$ cat src/rtl/hub75_bcm_driver.sv
// rtl/hub75_bcm_driver.sv - HUB75 scan driver with binary-code-modulated colour depth
// Shifts one bit plane per pass, latches it, then shows it for a window weighted 1:2:4:...
module hub75_bcm_driver #(
    parameter int COLS     = 64,
    parameter int ROW_BITS = 4,
    parameter int DEPTH    = 4,
    parameter int RD_LAT   = 1,
    parameter int BASE_ON  = 8,
    parameter int BLANK    = 2,
    localparam int CW      = (COLS > 1) ? $clog2(COLS) : 1,
    localparam int DW      = 3 * DEPTH
) (
    input  logic                clk,
    input  logic                rst,
    input  logic                en,
    output logic                pix_req,
    output logic [CW-1:0]       pix_col,
    output logic [ROW_BITS-1:0] pix_row,
    input  logic [DW-1:0]       pix_top,
    input  logic [DW-1:0]       pix_bot,
    output logic                r0,
    output logic                g0,
    output logic                b0,
    output logic                r1,
    output logic                g1,
    output logic                b1,
    output logic                sclk,
    output logic                lat,
    output logic                oe,
    output logic [ROW_BITS-1:0] addr,
    output logic                frame_start,
    output logic                busy
);
    localparam int PW        = (DEPTH > 1) ? $clog2(DEPTH) : 1;
    localparam int SHIFT_LEN = 2 * COLS + 2;
    localparam int SW        = $clog2(SHIFT_LEN);
    localparam int SHOW_MAX  = BASE_ON << (DEPTH - 1);
    localparam int WIN_MAX   = (SHOW_MAX > BLANK) ? SHOW_MAX : BLANK;
    localparam int WW        = $clog2(WIN_MAX + 1);

    typedef enum logic [2:0] {S_IDLE, S_SHIFT, S_LATCH, S_SHOW, S_BLANK} state_t;

    state_t              state_q, state_d;
    logic [ROW_BITS-1:0] row_q, row_d;
    logic [PW-1:0]       plane_q, plane_d;
    logic [SW-1:0]       slot_q, slot_d;
    logic [WW-1:0]       win_q, win_d;
    logic [DW-1:0]       cap_top_q, cap_top_d, cap_bot_q, cap_bot_d;
    logic [5:0]          rgb_q, rgb_d;
    logic                pix_req_q, pix_req_d, sclk_q, sclk_d, lat_q, lat_d;
    logic                oe_q, oe_d, fs_q, fs_d, busy_q, busy_d;
    logic [CW-1:0]       pix_col_q, pix_col_d;
    logic [ROW_BITS-1:0] pix_row_q, pix_row_d, addr_q, addr_d;

    logic [DW-1:0]       src_top, src_bot;
    logic [DEPTH-1:0]    tr, tg, tb, br, bg, bb;
    logic                load_rgb;

    // With zero latency the pixel arrives in the request cycle, so it is held one cycle
    assign src_top = (RD_LAT == 0) ? cap_top_q : pix_top;
    assign src_bot = (RD_LAT == 0) ? cap_bot_q : pix_bot;
    assign tr = src_top[3*DEPTH-1 -: DEPTH];
    assign tg = src_top[2*DEPTH-1 -: DEPTH];
    assign tb = src_top[DEPTH-1:0];
    assign br = src_bot[3*DEPTH-1 -: DEPTH];
    assign bg = src_bot[2*DEPTH-1 -: DEPTH];
    assign bb = src_bot[DEPTH-1:0];
    assign load_rgb = (state_q == S_SHIFT) && slot_q[0] && (slot_q < SW'(2 * COLS));

    always_comb begin
        state_d   = state_q;
        row_d     = row_q;
        plane_d   = plane_q;
        slot_d    = slot_q;
        win_d     = win_q;
        addr_d    = addr_q;
        cap_top_d = cap_top_q;
        cap_bot_d = cap_bot_q;
        case (state_q)
            S_IDLE: begin
                if (en) begin
                    state_d = S_SHIFT;
                    row_d   = '0;
                    plane_d = '0;
                    slot_d  = '0;
                end
            end
            S_SHIFT: begin
                if (!slot_q[0]) begin
                    cap_top_d = pix_top;
                    cap_bot_d = pix_bot;
                end
                if (slot_q == SW'(SHIFT_LEN - 1)) begin
                    state_d = S_LATCH;
                    addr_d  = row_q;
                end else begin
                    slot_d = slot_q + 1'b1;
                end
            end
            S_LATCH: begin
                state_d = S_SHOW;
                win_d   = WW'((BASE_ON << plane_q) - 1);
            end
            S_SHOW: begin
                if (win_q == '0) begin
                    state_d = S_BLANK;
                    win_d   = WW'(BLANK - 1);
                end else begin
                    win_d = win_q - 1'b1;
                end
            end
            S_BLANK: begin
                if (win_q == '0) begin
                    if (plane_q == PW'(DEPTH - 1)) begin
                        plane_d = '0;
                        row_d   = row_q + 1'b1;
                    end else begin
                        plane_d = plane_q + 1'b1;
                    end
                    slot_d  = '0;
                    state_d = en ? S_SHIFT : S_IDLE;
                end else begin
                    win_d = win_q - 1'b1;
                end
            end
            default: state_d = S_IDLE;
        endcase

        if (load_rgb)
            rgb_d = {tr[plane_q], tg[plane_q], tb[plane_q], br[plane_q], bg[plane_q], bb[plane_q]};
        else if (state_d == S_SHIFT)
            rgb_d = rgb_q;
        else
            rgb_d = '0;

        // Outputs are decoded from the next state so each registered pin lines up with its state
        pix_req_d = (state_d == S_SHIFT) && !slot_d[0] && (slot_d < SW'(2 * COLS));
        pix_col_d = (state_d == S_SHIFT) ? CW'(slot_d >> 1) : '0;
        pix_row_d = (state_d == S_SHIFT) ? row_d : '0;
        sclk_d    = (state_d == S_SHIFT) && slot_d[0] && (slot_d >= SW'(3));
        lat_d     = (state_d == S_LATCH);
        oe_d      = (state_d != S_SHOW);
        busy_d    = (state_d != S_IDLE);
        fs_d      = (state_d == S_SHIFT) && (slot_d == '0) && (row_d == '0) && (plane_d == '0);
    end

    always_ff @(posedge clk or posedge rst) begin
        if (rst) begin
            state_q   <= S_IDLE;
            row_q     <= '0;
            plane_q   <= '0;
            slot_q    <= '0;
            win_q     <= '0;
            cap_top_q <= '0;
            cap_bot_q <= '0;
            rgb_q     <= '0;
            pix_req_q <= 1'b0;
            pix_col_q <= '0;
            pix_row_q <= '0;
            sclk_q    <= 1'b0;
            lat_q     <= 1'b0;
            oe_q      <= 1'b1;
            addr_q    <= '0;
            fs_q      <= 1'b0;
            busy_q    <= 1'b0;
        end else begin
            state_q   <= state_d;
            row_q     <= row_d;
            plane_q   <= plane_d;
            slot_q    <= slot_d;
            win_q     <= win_d;
            cap_top_q <= cap_top_d;
            cap_bot_q <= cap_bot_d;
            rgb_q     <= rgb_d;
            pix_req_q <= pix_req_d;
            pix_col_q <= pix_col_d;
            pix_row_q <= pix_row_d;
            sclk_q    <= sclk_d;
            lat_q     <= lat_d;
            oe_q      <= oe_d;
            addr_q    <= addr_d;
            fs_q      <= fs_d;
            busy_q    <= busy_d;
        end
    end

    assign {r0, g0, b0, r1, g1, b1} = rgb_q;
    assign pix_req     = pix_req_q;
    assign pix_col     = pix_col_q;
    assign pix_row     = pix_row_q;
    assign sclk        = sclk_q;
    assign lat         = lat_q;
    assign oe          = oe_q;
    assign addr        = addr_q;
    assign frame_start = fs_q;
    assign busy        = busy_q;
endmodule

$ cat config.mk
export PLATFORM = sky130hd
export DESIGN_NAME = hub75_bcm_driver
export DESIGN_NICKNAME = d
export VERILOG_FILES = /design/src/rtl/hub75_bcm_driver.sv
export SDC_FILE = /design/constraint.sdc
export NUM_CORES = 1
export LEC_CHECK = 0
export CORE_UTILIZATION = 51
export DETAILED_ROUTE_END_ITERATION = 7
export PLACE_DENSITY_LB_ADDON = 0.15
export SETUP_SLACK_MARGIN = 0.3
export SYNTH_ARGS = -nofsm -noshare
export SYNTH_HDL_FRONTEND = slang
export SYNTH_SLANG_ARGS = --single-unit
$ cat constraint.sdc
create_clock -name clk -period 3.7 [get_ports clk]
set_input_delay 0.555 -clock clk [delete_from_list [all_inputs] [get_ports clk]]
set_output_delay 0.555 -clock clk [all_outputs]
set_load 0.05 [all_outputs]
==> results of run 1 <==
## worst register-to-register path, stage by stage (launching register included)
cell	delay, ps
dfrtp_1	440
inv_1	80
ha_1	190
or4b_4	530
nor4b_2	470
nor3b_1	250
nor3_1	90
or4_1	550
nor4_2	160
## synthesized netlist by cell type, types with 4 or more instances
library cell / instances / area [um^2]
o22ai_1: 4 / 25.0
clkbuf_1: 7 / 26.3
ha_1: 7 / 87.6
nor2b_1: 7 / 43.8
nand3_1: 4 / 20.0
inv_1: 8 / 30.0
dfrtp_1: 49 / 1230
nor2_1: 13 / 48.8
a21oi_1: 15 / 75.1
o21ai_0: 27 / 135
xor2_1: 4 / 35.0
a21o_2: 5 / 43.8
o211ai_1: 5 / 37.5
a22o_1: 4 / 35.0
nor3_1: 8 / 40.0
mux4_2: 6 / 135
mux2_2: 4 / 45.0
nor3b_1: 4 / 30.0
nand2_1: 31 / 116
## kinds of logic (layout without fill, tap and decap cells)
kind of cell / Yosys count / count (layout) / share of synthesized area
AOI/OAI and AO/OA: 70 / 70 / 0.175
xor gates and xnor gates: 5 / 5 / 0.0168
adders and majority gates: 7 / 7 / 0.0335
buffers and inverters: 17 / 70 / 0.0244
DFF: 50 / 50 / 0.480
muxes: 12 / 12 / 0.0767
and+or+nand+nor: 91 / 91 / 0.194
## flip-flops by register name, summed over array words and instances (netlist names), 2 cells and up
name and count:
pix_row 4, state_q 3, row_q 4, plane_q 2
addr 4, slot_q 8, rgb_q 6, pix_col 6
win_q 7
## power by group through the flow
stage / Sequential [W] / Combinational (W) / Clock [W]
3_5_place_dp: 0.000562 / 0.0000678 / 0
2_1_floorplan: 0.000574 / 0.0000166 / 0
3_3_place_gp: 0.000562 / 0.0000663 / 0
6_report: 0.000551 / 0.0000668 / 0.000382
4_1_cts: 0.000551 / 0.0000681 / 0.000395
5_1_grt: 0.000552 / 0.0000722 / 0.000410
## path summary, 6_finish.rpt
kind / from / to / slack [ps]
max in group asynchronous: rst / row_q[3] / 2280
min in group asynchronous: rst / pix_req / 810
min reg2reg: addr[0] / addr[0] / 510
min: addr[0] / addr[0] / 510
max reg2reg: win_q[0] / frame_start / 870
max: win_q[0] / frame_start / 870
## per-stage QoR
step                worst slack, ps  cells  utilization  hold WS [ps]
floorplan                      1080    252            -           512
global placement                948    364        0.664           491
detailed placement              855    364        0.664           495
CTS                             846    372        0.687           516
global route                    726    372        0.687           533
finish                          866    372        0.687           511
## area by class of cell
type,instances,area (um^2),area share
clock buffers,5,68.8,0.0208
clock inverters,3,45.0,0.0136
inverters,8,30.0,0.00907
multi-input cells,185,1290,0.391
flip-flops and latches,50,1250,0.378
well taps,67,83.8,0.0253
repair buffers,54,536,0.162
## routing by layer
layer,up-vias,wire length [um],global-route usage
li1,1028,-,-
met1,1043,2640,0.295
met2,50,2830,0.375
met3,8,248,0.0453
met4,0,95,0.0876
met5,-,0,0
==> results.cfg, run 1 <==
[global_routing]
grt_use_total = 0.227
first_global_vias = 2012
grt_pass1_wl_mm = 9.37
grt_max_degree = 51
antenna_found_initial = 0
grt_overflow_total = 0

[critical_path]
crit_arrival_ps = 3050
cp_top_family = simple AND/OR/NAND/NOR gates
critical-path-max-stage-delay_ps = 550
crit_chain = inv_1, ha_1, or4b_4, nor4b_2, nor3b_1, nor3_1, or4_1, nor4_2
crit_buf_inv = 1
r2r_cells = 8
path_depth = 8
worst_setup_path_end_kind = flip-flop
critical_path_peak_fanout = 5
critPathLaunchType = flip-flop
path_class = flip-flop to flip-flop
cp.required_ps = 3910
slowest_stage = or4_1

[routing]
drtIter0Drc = 112
vias = 2129
vias_per_cell = 5.72
wl_mm = 5.82
drcViolationCount = 0
drtPass1Iterations = 4
ant_nets = 0
detail_route.wl_per_cell_um = 15.6

[floorplanning]
die-area_mm2 = 0.00541
ioPinCount = 53
die_h_um = 73.6
start_util = 0.542
rows = 25
die_w_um = 73.6
core_area_mm2 = 0.00482

[synth]
synth_area_mm2 = 0.00261
synth_cells = 252
ys_seq_elements = 50
yosysWarningCount = 0
async_flop_share = 1.00
avgSynthCellArea_um2 = 10.4
synth_cell_types = 50
synth_ff_type = dfrtp_1
synth_edf_count = 0
syn-num-nets = 286
ys_seq_area_frac = 0.480

[final_layout]
stdcell_area_mm2 = 0.00331
num-fill-cells = 397
final_nets = 338
final_cell_mix = clkdlybuf4s50_1 (52), dfrtp_1 (49), nand2_1 (31)
antenna_cells = 0
drive_gt1_frac = 0.134
synthToLayoutAreaGrowth_pct = 26.8
final_common_cell = clkdlybuf4s50_1

[pwr]
p_per_area_mw_per_mm2 = 302
p_switching_w = 0.000213
p_sw_frac = 0.213
comb_power_share = 0.067
p_total_w = 0.00100
seq_power_share = 0.551
power_frac_clock = 0.382
leakage_nw = 1.34
ir_worst_vdd_mv = 0.191
internal-power_w = 0.000786

[placed_design]
gp_congestion = 0.930
dp_hpwl_mm = 4.25
port_buffers = 52
place_area_mm2 = 0.00320

[timing]
finalWorstPathRequiredPeriod_ps = 2830
finClkSkew_ps = 7.19
rsz0062_at_grt = false
hold_viol = 0
slew_violations = 0
fmaxAchievable_mhz = 353
setup_viol = 0
final.setup.tns_ps = 0
tightest_slew_ps = 1000
maxSlewHeadroom = 0.332
fin_crit_sh = 0.766

[clock_network]
htree_levels = 2
cts_resized = 0
post_cts_buffers = 0
hold_buffers = 0
cts_buffers = 5
clkTransAtPathRegs_ps = 90
ctsRootBufferMaster = clkbuf_8
clkSinkCount = 50
clockBufferDepth = 2
cts_tree = built
clk_latency_ps = 300

[hold_path]
holdCritPathClass = flip-flop to flip-flop
min_path_cells = 1

[job]
max_cap_violations = 0

[outcome]
outcome = complete, no violations
No activity file was read; power rests on OpenSTA's default activity.
==> run 2: changes to the inputs <==
==> constraint.sdc (replaced) <==
create_clock -name clk -period 2.8 [get_ports clk]
set_input_delay 0.42 -clock clk [delete_from_list [all_inputs] [get_ports clk]]
set_output_delay 0.42 -clock clk [all_outputs]
set_load 0.05 [all_outputs]
==> results.cfg, run 2 (synthesized netlist as in run 1, its figures left out) <==
[global_routing]
grt_max_degree = 23
grt_overflow_total = 0
grt_pass1_wl_mm = 9.83
grt_use_total = 0.241
first_global_vias = 2027
antenna_found_initial = 0

[final_layout]
multiInputGateArea_mm2 = 0.00134
fin_cells = 390
synthToLayoutAreaGrowth_pct = 32.9
top_register = slot_q
final_cell_mix = clkdlybuf4s50_1 (52), dfrtp_1 (49), nand2_1 (31)
final_nets = 356
final_util = 0.720
antenna_cells = 0
drive_gt1_frac = 0.201
largest_reg_flops = 8
final_common_cell = clkdlybuf4s50_1
regArea_mm2 = 0.00125
reg_top3 = slot_q: 8 flops, win_q: 7 flops
num-fill-cells = 356

[clock_network]
clkSinkCount = 50
hold_buffers = 0
cts_buffers = 5
clk_latency_ps = 310
ctsRootBufferMaster = clkbuf_8
cts_tree = built
clkTransAtPathRegs_ps = 100
htree_levels = 2
clockBufferDepth = 2

[timing]
rsz0062_at_grt = true
hold_viol = 0
fmaxAchievable_mhz = 375
maxSlewHeadroom = 0.462
final.setup.tns_ps = 0
slew_violations = 0
finClkSkew_ps = 12.5
finalWorstPathRequiredPeriod_ps = 2670
setup_viol = 0
tightest_slew_ps = 799
hold-worst-slack_ps = 368
fin_crit_sh = 0.952

[floorplanning]
die-area_mm2 = 0.00541
core_area_mm2 = 0.00482
start_util = 0.542
die_w_um = 73.6
die_h_um = 73.6
rows = 25
ioPinCount = 53

[placed_design]
placed_cells = 376
dp_hpwl_mm = 4.44
gp_congestion = 0.932
port_buffers = 52

[critical_path]
cp-startpoint = win_q[1]
regToRegStartpoint = win_q[1]
path_class = flip-flop to flip-flop
critical_path_peak_fanout = 4
critPathLaunchType = flip-flop
cp.required_ps = 3020
crit_arrival_ps = 2880
worst_setup_path_end_kind = flip-flop

[pwr]
ir_worst_vdd_mv = 0.293
leakage_nw = 1.44
p_per_area_mw_per_mm2 = 358

[outcome]
outcome = complete, no violations

[routing]
drtPass1Iterations = 4
drtIter0Drc = 128
vias = 2201
drcViolationCount = 0
detail_route.wl_per_cell_um = 15.4
vias_per_cell = 5.64
wl_mm = 6.01
ant_nets = 0

[job]
max_cap_violations = 0

[hold_path]
holdCritPathClass = input pin to asynchronous set/reset pin
-- run 2: layer usage --
| metal | wire, um | track usage |
|---|---|---|
| met2 | 2860 | 0.393 |
| met1 | 2690 | 0.328 |
| met5 | 0 | 0 |
| met4 | 99 | 0.0641 |
| met3 | 367 | 0.0508 |
-- run 2: report_power, final --
part	switching, W	internal, W
Sequential	0.00000223	0.000726
Combinational	0.0000406	0.0000493
Clock	0.000245	0.000179
Total	0.000288	0.000954
-- run 2: cell type report --
| cell class | instances | area share |
|---|---|---|
| clock buffers | 5 | 0.0198 |
| clock inverters | 3 | 0.00685 |
| inverters | 8 | 0.00865 |
| multi-input cells | 185 | 0.385 |
| flip-flops and latches | 50 | 0.361 |
| well taps | 67 | 0.0242 |
| repair buffers | 72 | 0.194 |
-- run 2: final timing paths --
path / endpoint / slack, ps / cells after the start
min: slot_q[6] / 370 / 2
max reg2reg: frame_start / 130 / 9
min reg2reg: addr[3] / 520 / 1
max: frame_start / 130 / 9
min in group clk: addr[3] / 520 / 1
max in group asynchronous: win_q[3] / 1830 / 3
-- run 2: timing repair --
item	4_1_cts	5_1_grt
gates resized for setup	7	4
pin swaps	7	2
setup buffers	5	1
cloned	0	0
endpoints found under the setup margin	2	5
-- run 2: per-stage QoR --
stage	instance area [um^2]	power, W	worst slack [ps]
finish	3470	0.00124	134
global route	3470	0.00130	20.0
CTS	3450	0.00126	130
detailed placement	3290	0.000834	12.5
global placement	3290	0.000832	115
floorplan	2610	0.000780	186
-- run 2: worst max-delay path, stage by stage, from the launching register on --
cell and delay [ps]:
dfrtp_1 400, inv_2 90, ha_4 140, or4b_4 490, buf_6 150, nor4b_4 260, nor3b_4 240, nor3_2 80
or4_4 520, nor4_2 210
